`src/rtl/data_sram_axi_bridge.sv`:
```
// SRAM-style core data port to single-outstanding AXI4-lite bridge.
// Stalls the core for the full transaction; tracks stall cycles and sticky bus errors.
module data_sram_axi_bridge #(
    parameter int unsigned CNT_W      = 32,
    parameter bit          READ_ALIGN = 1'b1
) (
    input  logic             clk,
    input  logic             resetn,
    input  logic             data_sram_en,
    input  logic [3:0]       data_sram_wen,
    input  logic [31:0]      data_sram_addr,
    input  logic [31:0]      data_sram_wdata,
    output logic [31:0]      data_sram_rdata,
    output logic             data_stall,
    output logic [31:0]      araddr,
    output logic             arvalid,
    input  logic             arready,
    input  logic [31:0]      rdata,
    input  logic [1:0]       rresp,
    input  logic             rvalid,
    output logic             rready,
    output logic [31:0]      awaddr,
    output logic             awvalid,
    input  logic             awready,
    output logic [31:0]      wdata,
    output logic [3:0]       wstrb,
    output logic             wvalid,
    input  logic             wready,
    input  logic [1:0]       bresp,
    input  logic             bvalid,
    output logic             bready,
    output logic             bus_error,
    output logic [CNT_W-1:0] perf_stall_cnt
);

    typedef enum logic [2:0] {
        StIdle,
        StRdAddr,
        StRdData,
        StWr,
        StWrResp,
        StDone
    } state_e;

    state_e      state_q, state_d;
    logic [31:0] addr_q, wdata_q, rdata_q;
    logic [3:0]  wen_q;
    logic        aw_done_q, aw_done_d;
    logic        w_done_q, w_done_d;
    logic        bus_error_q;
    logic [CNT_W-1:0] cnt_q;
    logic        latch_req;
    logic        rd_capture;
    logic        resp_err;

    always_comb begin
        state_d   = state_q;
        aw_done_d = aw_done_q;
        w_done_d  = w_done_q;
        latch_req = 1'b0;
        unique case (state_q)
            StIdle: begin
                if (data_sram_en) begin
                    latch_req = 1'b1;
                    aw_done_d = 1'b0;
                    w_done_d  = 1'b0;
                    state_d   = (data_sram_wen == 4'h0) ? StRdAddr : StWr;
                end
            end
            StRdAddr: if (arready) state_d = StRdData;
            StRdData: if (rvalid) state_d = StDone;
            StWr: begin
                // aw and w retire independently; leave once both have been accepted
                if (awvalid && awready) aw_done_d = 1'b1;
                if (wvalid && wready) w_done_d = 1'b1;
                if (aw_done_d && w_done_d) state_d = StWrResp;
            end
            StWrResp: if (bvalid) state_d = StDone;
            StDone:   state_d = StIdle;
            default:  state_d = StIdle;
        endcase
    end

    assign rd_capture = (state_q == StRdData) && rvalid;
    assign resp_err   = (rd_capture && (rresp != 2'b00)) ||
                        ((state_q == StWrResp) && bvalid && (bresp != 2'b00));

    always_ff @(posedge clk or negedge resetn) begin
        if (!resetn) begin
            state_q     <= StIdle;
            addr_q      <= '0;
            wdata_q     <= '0;
            wen_q       <= '0;
            aw_done_q   <= 1'b0;
            w_done_q    <= 1'b0;
            rdata_q     <= '0;
            bus_error_q <= 1'b0;
            cnt_q       <= '0;
        end else begin
            state_q   <= state_d;
            aw_done_q <= aw_done_d;
            w_done_q  <= w_done_d;
            if (latch_req) begin
                addr_q  <= data_sram_addr;
                wdata_q <= data_sram_wdata;
                wen_q   <= data_sram_wen;
            end
            if (rd_capture) rdata_q <= rdata;
            if (resp_err) bus_error_q <= 1'b1;
            if (data_stall && !(&cnt_q)) cnt_q <= cnt_q + CNT_W'(1);
        end
    end

    assign data_stall = (state_q != StDone) && ((state_q != StIdle) || data_sram_en);

    assign araddr  = READ_ALIGN ? {addr_q[31:2], 2'b00} : addr_q;
    assign arvalid = (state_q == StRdAddr);
    assign rready  = (state_q == StRdData);
    assign awaddr  = addr_q;
    assign awvalid = (state_q == StWr) && !aw_done_q;
    assign wdata   = wdata_q;
    assign wstrb   = wen_q;
    assign wvalid  = (state_q == StWr) && !w_done_q;
    assign bready  = (state_q == StWrResp);

    assign data_sram_rdata = rdata_q;
    assign bus_error       = bus_error_q;
    assign perf_stall_cnt  = cnt_q;

endmodule

```
`config.mk`:
```
export PLATFORM = sky130hd
export DESIGN_NAME = data_sram_axi_bridge
export DESIGN_NICKNAME = d
export VERILOG_FILES = /design/src/rtl/data_sram_axi_bridge.sv
export SDC_FILE = /design/constraint.sdc
export NUM_CORES = 1
export LEC_CHECK = 0
export CAP_MARGIN = 20
export CORE_MARGIN = 1
export CORE_UTILIZATION = 37
export CTS_CLUSTER_SIZE = 24
export DETAILED_ROUTE_END_ITERATION = 10
export GPL_TIMING_DRIVEN = 0
export PLACE_DENSITY = 0.83
export SYNTH_ARGS = -nofsm -noshare
export SYNTH_HDL_FRONTEND = slang
export SYNTH_SLANG_ARGS = --single-unit
```
`constraint.sdc`:
```
create_clock -name clk -period 1.9 [get_ports clk]
set_clock_uncertainty 0.2 [all_clocks]
set_input_delay 0.19 -clock clk [delete_from_list [all_inputs] [get_ports clk]]
set_output_delay 0.19 -clock clk [all_outputs]
set_load 0.01 [all_outputs]
```
==> impl_results.md, run 1 <==
- Initial antenna violation count: 0
- Gate Count Post-Synth: 432
- Top cells by instance count after synthesis: 138 x dfrtp_1, 100 x mux2_2, 32 x buf_4
- Reg2reg setup slack: -0.1 ns
- CP Class: reg2reg
- Clock transition at path regs: 0.06 ns
- Die Span Y: 128 um
- Sequential element share of the synthesized area: 59.0%
- Max Slew Vio Count: 0
- EDFF count, synth: 0
- Top-area cell type share of the netlist area: 59.0%
- Leakage: 4.80 nW
- Starting density of the core: about two fifths
- GP Congestion: 0.836
- Final setup TNS: -1.03 ns
- RSZ-0062 raised after global routing: yes
- Ant diodes: 0
- Die X-Extent: 128 um
- Max-cap violation count: 0
- Worst-skew pair later-pin latency: between 0.4 and 0.5 ns
- Normalized max-slew margin: about three fifths
- Worst min path class: in2async
- Worst vdd ir: 0.00105 V
- Placed Area: around 9000 sq um
- IO Count: about 280
- Slew @ Worst Pin: 0.582 ns
- Starting DRT DRC Count: ~160
- Post-route cell area: around 11000 sq um
- CP delay by family, top: simple AND/OR/NAND/NOR gates
- First-pass GRT wire length: 26100 um
- Crit-path cells: nand4_1, buf_4, nor4_4, nand3_2, and2_4, mux2_4
- Routed via count: 4862
- Final Worst Setup Slack: -0.0993 ns
- Drt wl/cell: 18.2 um
- Mean post-synth cell area: between 10 and 15 sq um
- Largest net degree at the start of global routing: 79
- Routed vias/inst: 4.77
- Cell Area, Synth: 5850 sq um
- Async SR Flop Fraction: 100%
- Outcome: complete, but fails checks
- Total global routing overflow: 0
- CTS sink count: 138
- Cell Pwr Density: 1600 nW/um^2
- Root Buffer: clkbuf_16
- Register bit count reported by yosys: 138
- Row count: 45
- CP Buf/Inv Count: 1
- Critical path capture point type: flip-flop
- First-pass DRT Iterations: 4
- Top cell type by total area after synthesis: dfrtp_1
- CP startpoint: perf_stall_cnt[20]
- Top post-synthesis cells by area: dfrtp_1 59%, mux2_2 19%, buf_4 4.1%
- Port Buffers: 280
- Number of global-route vias before repair: ~5100
- Reg2Reg Launch Point: perf_stall_cnt[20]
- Final setup fails: 26
- CORE AREA: about 15000 sq um
- Tmin final: between 1.5 and 2 ns
- Post-Route WL: 18600 um
- TritonCTS Buffers: 17
- Placed Instances: 925
- Most common cell in the netlist: dfrtp_1
- Warnings from Yosys: 0
- Synthesis-to-finish area growth: 83.6%
- Die area: 16300 sq um
- Fmax: between 0.5 and 0.6 GHz
- Netlist cell types: 45
- Overall routing resource usage: 20.9%
- CTS tree: done
- Crit share post-route: 105%
- Hold Slack: 0.135 ns
- Final Hold Fails: 0
- Worst slack at placement: -0.624 ns
- Startpoint Class: flip-flop
- H-tree depth: 4
- DR DRC count: 0
- CTS Buffer Depth: 2
- Slowest CP cell: dfrtp_1
- R2R depth: 6
- Total Nets Final: 908
- Crit path largest cell delay: 0.36 ns
- Crit path max fanout: 4
- Cell count along the critical path: 6
- CP required: 2.00 ns
- ANT nets after route: 0
- Synth Flop Type: dfrtp_1
- Layout cells sized above 1: 37.4%
- Worst Path Arrival: between 2 and 2.5 ns
- Failing checks: negative setup slack
- Final cell count without fillers: approximately 1000
- DP HPWL: 11900 um
[registers in the layout, summed over array words and instances, names as in the netlist]
name             count
awaddr              32
data_sram_rdata     32
perf_stall_cnt      32
wdata               32
wstrb                4
state_q              3
aw_done_q            1
bus_error            1
w_done_q             1
[what timing repair did]
action                                 CTS  global route
endpoints found under the hold margin   60             0
pin swaps                               16            26
buffers inserted                        42            14
resized for setup                       77            96
hold buffers                             1             0
setup endpoints to repair              134           139
cloned                                   0             6
[final cells by class]
cell class / count / area (sq um)
sequential: 138 / 3470
tap: 211 / 264
clock buffer: 19 / 453
timing repair buffer: 344 / 3420
clock inverter: 13 / 165
buffer: 45 / 418
multi-input combinational: 244 / 2540
inverter: 5 / 18.8
fill: 1048 / 4570
[where the power goes]
part           internal, W  switching [W]
registers          0.00420       0.000910
clock network      0.00214        0.00130
logic              0.00556        0.00305
total               0.0119        0.00525
[routing by layer]
metal,share of wire [%],GRT usage [%],up-vias
li1,-,-,2200
met1,38,22.0,2449
met2,54,39.0,198
met3,6.7,6.72,15
met4,1.1,6.92,0
met5,0,0,-
[layout by cell type, fill, tap and decap left out, types with 4 or more instances in the layout]
cell type and n:
clkdlybuf4s50_1 265, dfrtp_1 128, buf_4 86, mux2_4 59, mux2_2 42, clkbuf_16 22, nor2_1 18, xor2_1 13
xnor2_1 12, nand2_1 10, dfrtp_2 10, a21oi_1 8, dlymetal6s2s_1 8, buf_6 7, nand4_1 7, nor2_2 6
buf_12 6, nand3_1 6, nor2_4 5, inv_1 5, buf_2 5, nand3_2 4, xnor2_2 4, clkinvlp_4 4
[stage by stage]
stage | total power (W) | util, %
3_5_place_dp | 0.0123 | 58.7
3_3_place_gp | 0.0120 | 58.5
5_1_grt | 0.0180 | 70.2
4_1_cts | 0.0164 | 66.3
6_report | 0.0172 | 70.2
2_1_floorplan | 0.00820 | -
[kinds of logic after synthesis]
family          count (synthesis)  synth area share, %
compound gates                 20                 2.37
xor+xnor                       29                 4.34
fa+ha+maj                       1                0.214
buf+inv                        51                 5.58
flops                         138                 59.0
mux                           102                 19.7
other cells                     1               0.0641
simple gates                   90                 8.78
[worst paths after layout]
kind,to
setup / recovery,perf_stall_cnt[1]
hold / removal,perf_stall_cnt[9]
setup reg to reg,perf_stall_cnt[1]
hold reg to reg,data_sram_rdata[6]
max in group asynchronous,wstrb[0]
min in group clk,data_sram_rdata[18]
(Power assumes the default switching activity.)
==> run 2, diff against run 1 <==
--- a/config.mk
+++ b/config.mk
@@ -5,7 +5,6 @@
 export SDC_FILE = /design/constraint.sdc
 export NUM_CORES = 1
 export LEC_CHECK = 0
-export CAP_MARGIN = 20
 export CORE_MARGIN = 1
 export CORE_UTILIZATION = 37
 export CTS_CLUSTER_SIZE = 24
==> run 2 against run 1 <==
The run still ends with negative setup slack left; maximum frequency is the same; flip-flop and latch count unchanged; count of clock-buffer cells in the layout is the same; critical path type unchanged; non-clock buffer count is the same; critical path depth is the same; via count is the same.
==> impl_results.md, run 2 (synthesized netlist as in run 1, its figures left out) <==
- CORE AREA: 15300 sq um (unchanged)
- Internal: 0.0119 W (unchanged)
- Placed Instances: 925 (unchanged)
- Startpoint Class: flip-flop (unchanged)
- Final core occ: 70.2% (unchanged)
- Worst min path class: in2async (unchanged)
- Switching fraction of total power: 30.6% (unchanged)
- Slew @ Worst Pin: 0.582 ns (unchanged)
- Crit path largest cell delay: 0.36 ns (about the same)
- Leakage: 4.80 nW (unchanged)
- IO Count: 283 (unchanged)
- Clock power share: 20.1% (about the same)
- Fmax: 0.500 GHz (unchanged)
- GP Congestion: 0.836 (unchanged)
- Final cell count without fillers: 1019 (unchanged)
- Critical path capture point type: flip-flop (unchanged)
- Overall routing resource usage: 20.9% (unchanged)
- Initial antenna violation count: 0 (unchanged)
- Crit-path cells: nand4_1, buf_4, nor4_4, nand3_2, and2_4, mux2_4 (unchanged)
- Layout cells sized above 1: 37.4% (unchanged)
- Worst vdd ir: 0.00105 V (unchanged)
- Commonest non-fill, non-tap cell in the layout: clkdlybuf4s50_1 (unchanged)
- CTS Buffer Depth: 2 (unchanged)
- Worst-skew pair later-pin latency: 0.41 ns (about the same)
- Placed Area: 8990 sq um (unchanged)
- Synthesis-to-finish area growth: 83.6% (unchanged)
- Max Slew Vio Count: 0 (unchanged)
- Largest net degree at the start of global routing: 79 (unchanged)
- First-pass DRT Iterations: 4 (unchanged)
- Die area: 16300 sq um (unchanged)
- Clock transition at path regs: 0.06 ns (about the same)
- Starting DRT DRC Count: 164 (unchanged)
- CTS tree: done (unchanged)
- Final Hold Fails: 0 (unchanged)
- Cell Pwr Density: 1600 nW/um^2 (unchanged)
- Sequential share of power: 29.8% (about the same)
- Starting density of the core: 38.2% (unchanged)
- DR DRC count: 0 (unchanged)
- Post-route cell area: 10700 sq um (unchanged)
- Crit path max fanout: 4 (unchanged)
- Routed via count: 4862 (unchanged)
- Logic pwr share: 50.2% (about the same)
- TritonCTS Buffers: 17 (unchanged)
- Root Buffer: clkbuf_16 (unchanged)
- Die Span Y: 128 um (unchanged)
- Post-Route WL: 18600 um (unchanged)
- Normalized max-slew margin: 61.2% (unchanged)
- Total Nets Final: 908 (unchanged)
- ANT nets after route: 0 (unchanged)
- Ant diodes: 0 (unchanged)
- H-tree depth: 4 (unchanged)
- RSZ-0062 raised after global routing: yes (unchanged)
- Switch Pwr: 0.00525 W (unchanged)
- First-pass GRT wire length: 26100 um (unchanged)
- Total global routing overflow: 0 (unchanged)
- CP delay by family, top: simple AND/OR/NAND/NOR gates (unchanged)
- Hold Slack: 0.135 ns (unchanged)
- CP Buf/Inv Count: 1 (unchanged)
- Crit share post-route: 105% (unchanged)
- Final setup fails: 26 (unchanged)
- Outcome: complete, but fails checks (unchanged)
- Tmin final: 2.00 ns (unchanged)
- Max-cap violation count: 0 (unchanged)
- Design Power: 0.0172 W (unchanged)
- CP required: 2.00 ns (about the same)
- Failing checks: negative setup slack (unchanged)
- Drt wl/cell: 18.2 um (unchanged)
- Final Worst Setup Slack: -0.0993 ns (unchanged)
- Row count: 45 (unchanged)
- Number of global-route vias before repair: 5075 (unchanged)
- DP HPWL: 11900 um (unchanged)
- Routed vias/inst: 4.77 (unchanged)
- Leading cell types in the layout, fill and taps excluded: 265 x clkdlybuf4s50_1, 128 x dfrtp_1, 86 x buf_4, 59 x mux2_4, 42 x mux2_2 (unchanged)
- CTS sink count: 138 (unchanged)
- Die X-Extent: 128 um (unchanged)
- CP Class: reg2reg (unchanged)
- Worst Path Arrival: 2.10 ns (about the same)
- Slowest CP cell: dfrtp_1 (unchanged)
- Port Buffers: 280 (unchanged)
run 2: cell counts in the layout (fill, tap and decap cells not counted):
Identical to the previous run, type by type.
run 2: area by class of cell:
type / instances / area, sq um
plain buffers: 45 / 418
clock buffers: 19 / 453
clock inverters: 13 / 165
fillers: 1048 / 4570
inverters: 5 / 18.8
multi-input cells: 244 / 2540
flip-flops and latches: 138 / 3470
well taps: 211 / 264
repair buffers: 344 / 3420
run 2: final timing paths:
kind,from,endpoint,slack [ns],depth (start not counted)
worst max-delay path,perf_stall_cnt[20],perf_stall_cnt[1],-0.1,6
worst min-delay path,resetn,perf_stall_cnt[9],0.13,2
worst max register to register,perf_stall_cnt[20],perf_stall_cnt[1],-0.1,6
worst min register to register,data_sram_rdata[6],data_sram_rdata[6],0.30,1
max in group asynchronous,resetn,wstrb[0],0.58,3
min in group clk,rdata[18],data_sram_rdata[18],0.18,2
run 2: through the flow:
stage / TNS, ns / setup WS, ns
floorplan: -0.0978 / -0.0687
global placement: -702.83 / -5.26
detailed placement: -49.15 / -0.624
CTS: -0.620 / -0.0721
global route: -6.37 / -0.175
finish: -1.03 / -0.0993
run 2: worst reg2reg max path, stage by stage, from the launching register on:
cell and delay (ns):
dfrtp_1 0.36, nand4_1 0.16, buf_4 0.19, nor4_4 0.30
nand3_2 0.18, and2_4 0.20, mux2_4 0.29
run 2: metal layers:
| layer | global-route usage [%] | up-vias | part of all wire, % |
|---|---|---|---|
| met2 | 39.0 | 198 | 54 |
| met5 | 0 | - | 0 |
| li1 | - | 2200 | - |
| met3 | 6.72 | 15 | 6.7 |
| met4 | 6.92 | 0 | 1.1 |
| met1 | 22.0 | 2449 | 38 |
run 2: repair_timing:
item / 4_1_cts / 5_1_grt
buffers inserted: 42 / 14
hold endpoints to repair: 60 / 0
gates resized for setup: 77 / 96
gates cloned: 0 / 6
pin swaps: 16 / 26
hold buffers: 1 / 0
endpoints found under the setup margin: 134 / 139
run 2: power by group through the flow:
stage	Clock, W	Combinational, W	Sequential (W)
2_1_floorplan	0	0.00269	0.00551
3_3_place_gp	0	0.00703	0.00501
3_5_place_dp	0	0.00720	0.00510
4_1_cts	0.00349	0.00784	0.00506
5_1_grt	0.00364	0.00907	0.00526
6_report	0.00344	0.00860	0.00511
==> run 3, diff against run 2 <==
--- a/config.mk
+++ b/config.mk
@@ -5,12 +5,13 @@
 export SDC_FILE = /design/constraint.sdc
 export NUM_CORES = 1
 export LEC_CHECK = 0
-export CORE_MARGIN = 1
-export CORE_UTILIZATION = 37
+export CORE_AREA = 2 2 111 113
 export CTS_CLUSTER_SIZE = 24
 export DETAILED_ROUTE_END_ITERATION = 10
+export DIE_AREA = 0 0 113 115
+export DONT_BUFFER_PORTS = 1
 export GPL_TIMING_DRIVEN = 0
-export PLACE_DENSITY = 0.83
+export PLACE_DENSITY = 0.73
 export SYNTH_ARGS = -nofsm -noshare
 export SYNTH_HDL_FRONTEND = slang
 export SYNTH_SLANG_ARGS = --single-unit
==> run 3 against run 2 <==
The flow finishes with violations (design-rule violations, negative hold slack, negative setup slack); final cell count decreased by 25%; critical path depth unchanged; non-clock buffer count decreased by 194; worst hold slack got worse by 0.87 ns; setup slack got worse by 0.15 ns; critical endpoint is now perf_stall_cnt[23]; total power decreased by 19%; die area decreased by 20%; count of clock-buffer cells in the layout increased by 1; sequential share of layout area increased by 7.3 points.
==> impl_results.md, run 3 (synthesized netlist as in run 1, its figures left out) <==
- Outcome: complete, but fails checks (unchanged)
- Failing checks: design-rule violations, negative hold slack, negative setup slack (was negative setup slack)
- Max Slew Vio Count: 0 (unchanged)
- Critical path capture point type: flip-flop (unchanged)
- Reg2Reg Launch Point: perf_stall_cnt[21] (was perf_stall_cnt[20])
- GP Congestion: 0.777 (was 0.836)
- Worst Path Arrival: 2.24 ns (was 2.10 ns)
- Worst vdd ir: 0.000922 V (was 0.00105 V)
- Overall routing resource usage: 22.9% (was 20.9%)
- CTS tree: done (unchanged)
- Crit path largest cell delay: 0.51 ns (was 0.36 ns)
- CP Class: reg2reg (unchanged)
- Crit-path cells: nand4_1, or4_4, o211ai_1, buf_4, nor3_2, xor2_1 (was nand4_1, buf_4, nor4_4, nand3_2, and2_4, mux2_4)
- Starting density of the core: 49.6% (was 38.2%)
- RSZ-0062 raised after global routing: yes (unchanged)
- Layout cells sized above 1: 48.6% (was 37.4%)
- CORE AREA: 11800 sq um (was 15300 sq um)
- Leading cell types in the layout, fill and taps excluded: 113 x dfrtp_1, 110 x dlygate4sd3_1, 67 x mux2_4, 55 x buf_4, 34 x mux2_2 (was 265 x clkdlybuf4s50_1, 128 x dfrtp_1, 86 x buf_4, 59 x mux2_4, 42 x mux2_2)
- Worst slack at placement: -0.460 ns (was -0.624 ns)
- Total global routing overflow: 0 (unchanged)
- Final Worst Setup Slack: -0.251 ns (was -0.0993 ns)
- Port Buffers: 0 (was 280)
- Placed Instances: 580 (was 925)
- DR DRC count: 13 (was 0)
- Initial antenna violation count: 1 (was 0)
- Final setup fails: 100 (was 26)
- CTS Buffer Depth: 2 (unchanged)
- Fmax: 0.465 GHz (was 0.500 GHz)
- Tmin final: 2.15 ns (was 2.00 ns)
- Logic pwr share: 35.0% (was 50.2%)
- Die X-Extent: 113 um (was 128 um)
- CP required: 1.99 ns (was 2.00 ns)
- Max-cap violation count: 0 (unchanged)
- Largest net degree at the start of global routing: 139 (was 79)
- TritonCTS Buffers: 17 (unchanged)
- Final Hold Fails: 138 (was 0)
- Crit Reg-Reg Endpoint: perf_stall_cnt[23] (was perf_stall_cnt[1])
- Starting DRT DRC Count: 273 (was 164)
- Sequential share of power: 43.8% (was 29.8%)
- Routed via count: 4190 (was 4862)
- CTS sink count: 138 (unchanged)
- Crit share post-route: 113% (was 105%)
- Synthesis-to-finish area growth: 50.7% (was 83.6%)
- Clock power share: 21.2% (was 20.1%)
- Crit path max fanout: 4 (unchanged)
- Worst-skew pair later-pin latency: 0.41 ns (about the same)
- IO Count: 283 (unchanged)
- Switch Pwr: 0.00490 W (was 0.00525 W)
- Drt wl/cell: 22.8 um (was 18.2 um)
- ANT nets after route: 0 (unchanged)
- Final cell count without fillers: 761 (was 1019)
- Commonest non-fill, non-tap cell in the layout: dfrtp_1 (was clkdlybuf4s50_1)
- Die Span Y: 115 um (was 128 um)
- Leakage: 3.96 nW (was 4.80 nW)
- Root Buffer: clkbuf_16 (unchanged)
- Row count: 40 (was 45)
- H-tree depth: 4 (unchanged)
- Post-Route WL: 17300 um (was 18600 um)
- First-pass DRT Iterations: 8 (was 4)
- Startpoint Class: flip-flop (unchanged)
- Clock transition at path regs: 0.06 ns (about the same)
- Number of global-route vias before repair: 4270 (was 5075)
- Internal: 0.00894 W (was 0.0119 W)
- Multi-input gate area in the final layout: 2640 sq um (was 2540 sq um)
- Switching fraction of total power: 35.4% (was 30.6%)
- Register area: 3480 sq um (was 3470 sq um)
- Total Nets Final: 714 (was 908)
- Reg2reg setup slack: -0.25 ns (was -0.1 ns)
- Cell Pwr Density: 1570 nW/um^2 (was 1600 nW/um^2)
- First-pass GRT wire length: 22800 um (was 26100 um)
- DP HPWL: 9120 um (was 11900 um)
- Routed vias/inst: 5.51 (was 4.77)
- R2R depth: 6 (unchanged)
- Slowest CP cell: or4_4 (was dfrtp_1)
- # fillers: 686 (was 1048)
- Worst min path class: in2async (unchanged)
- Die area: 13000 sq um (was 16300 sq um)
- Hold Slack: -0.731 ns (was 0.135 ns)
-- run 3: changes by cell type in the layout (fill, tap and decap cells not counted), moves of 9 or more --
cell	delta
clkdlybuf4s50_1	-265
dfrtp_2	+15
buf_6	+9
dlygate4sd3_1	+109
buf_4	-31
dfrtp_1	-15
-- run 3: area by class of cell --
cell class | instances | area share, %
antenna | 1 | 0.0284
inverter | 5 | 0.213
clock inverter | 11 | 0.851
tap | 147 | 2.09
clock buffer | 20 | 5.06
timing repair buffer | 151 | 17.9
multi-input combinational | 244 | 29.9
buffer | 44 | 4.44
sequential | 138 | 39.5
-- run 3: metrics by stage --
step	TNS, ns	utilization (%)	total power, W	hold WS (ns)	cell area (sq um)
6_report	-8.95	74.7	0.0138	-0.731	8820
3_5_place_dp	-35.75	51.5	0.00896	-0.302	6080
5_1_grt	-14.89	74.7	0.0144	-0.752	8820
4_1_cts	-1.79	68.0	0.0124	-0.753	8030
2_1_floorplan	-0.0978	-	0.00820	-0.306	5890
3_3_place_gp	-30.43	51.5	0.00880	-0.303	6080
-- run 3: routing by layer --
metal  routed length, um  GRT usage (%)  share of wire (%)  vias up
met3                1190           7.70                6.9       31
li1                    -              -                  -     1808
met1                6340           25.5                 37     2144
met4                 385           11.1                2.2        0
met5                   0              0                  0        -
met2                9410           39.9                 54      207
-- run 3: worst max path at each step --
stage,startpoint,endpoint
after global routing,perf_stall_cnt[21],perf_stall_cnt[23]
final,perf_stall_cnt[21],perf_stall_cnt[23]
after CTS,perf_stall_cnt[16],perf_stall_cnt[23]
after floorplan,perf_stall_cnt[10],perf_stall_cnt[1]
after detailed placement,state_q[2],wdata[11]
after global placement,state_q[2],wstrb[2]
-- run 3: worst max-delay path: cells and delay by family, from the launching register on --
| kind | cells | cell delay, ns |
|---|---|---|
| buffers and inverters | 1 | 0.15 |
| XOR/XNOR | 1 | 0.15 |
| AO/OA/AOI/OAI | 1 | 0.21 |
| flip-flops | 1 | 0.47 |
| AND/OR/NAND/NOR | 3 | 0.84 |
-- run 3: what timing repair did --
action	in CTS	in global routing
setup endpoints to repair	134	98
cloned	0	6
endpoints found under the hold margin	244	140
hold buffers	112	1
setup buffers	18	16
gates resized for setup	60	136
pin swaps	10	31
-- run 3: power groups by stage --
stage / Combinational (W) / Clock [W] / Sequential (W)
2_1_floorplan: 0.00269 / 0 / 0.00551
3_3_place_gp: 0.00294 / 0 / 0.00586
3_5_place_dp: 0.00307 / 0 / 0.00589
4_1_cts: 0.00356 / 0.00295 / 0.00591
5_1_grt: 0.00513 / 0.00313 / 0.00618
6_report: 0.00484 / 0.00294 / 0.00606
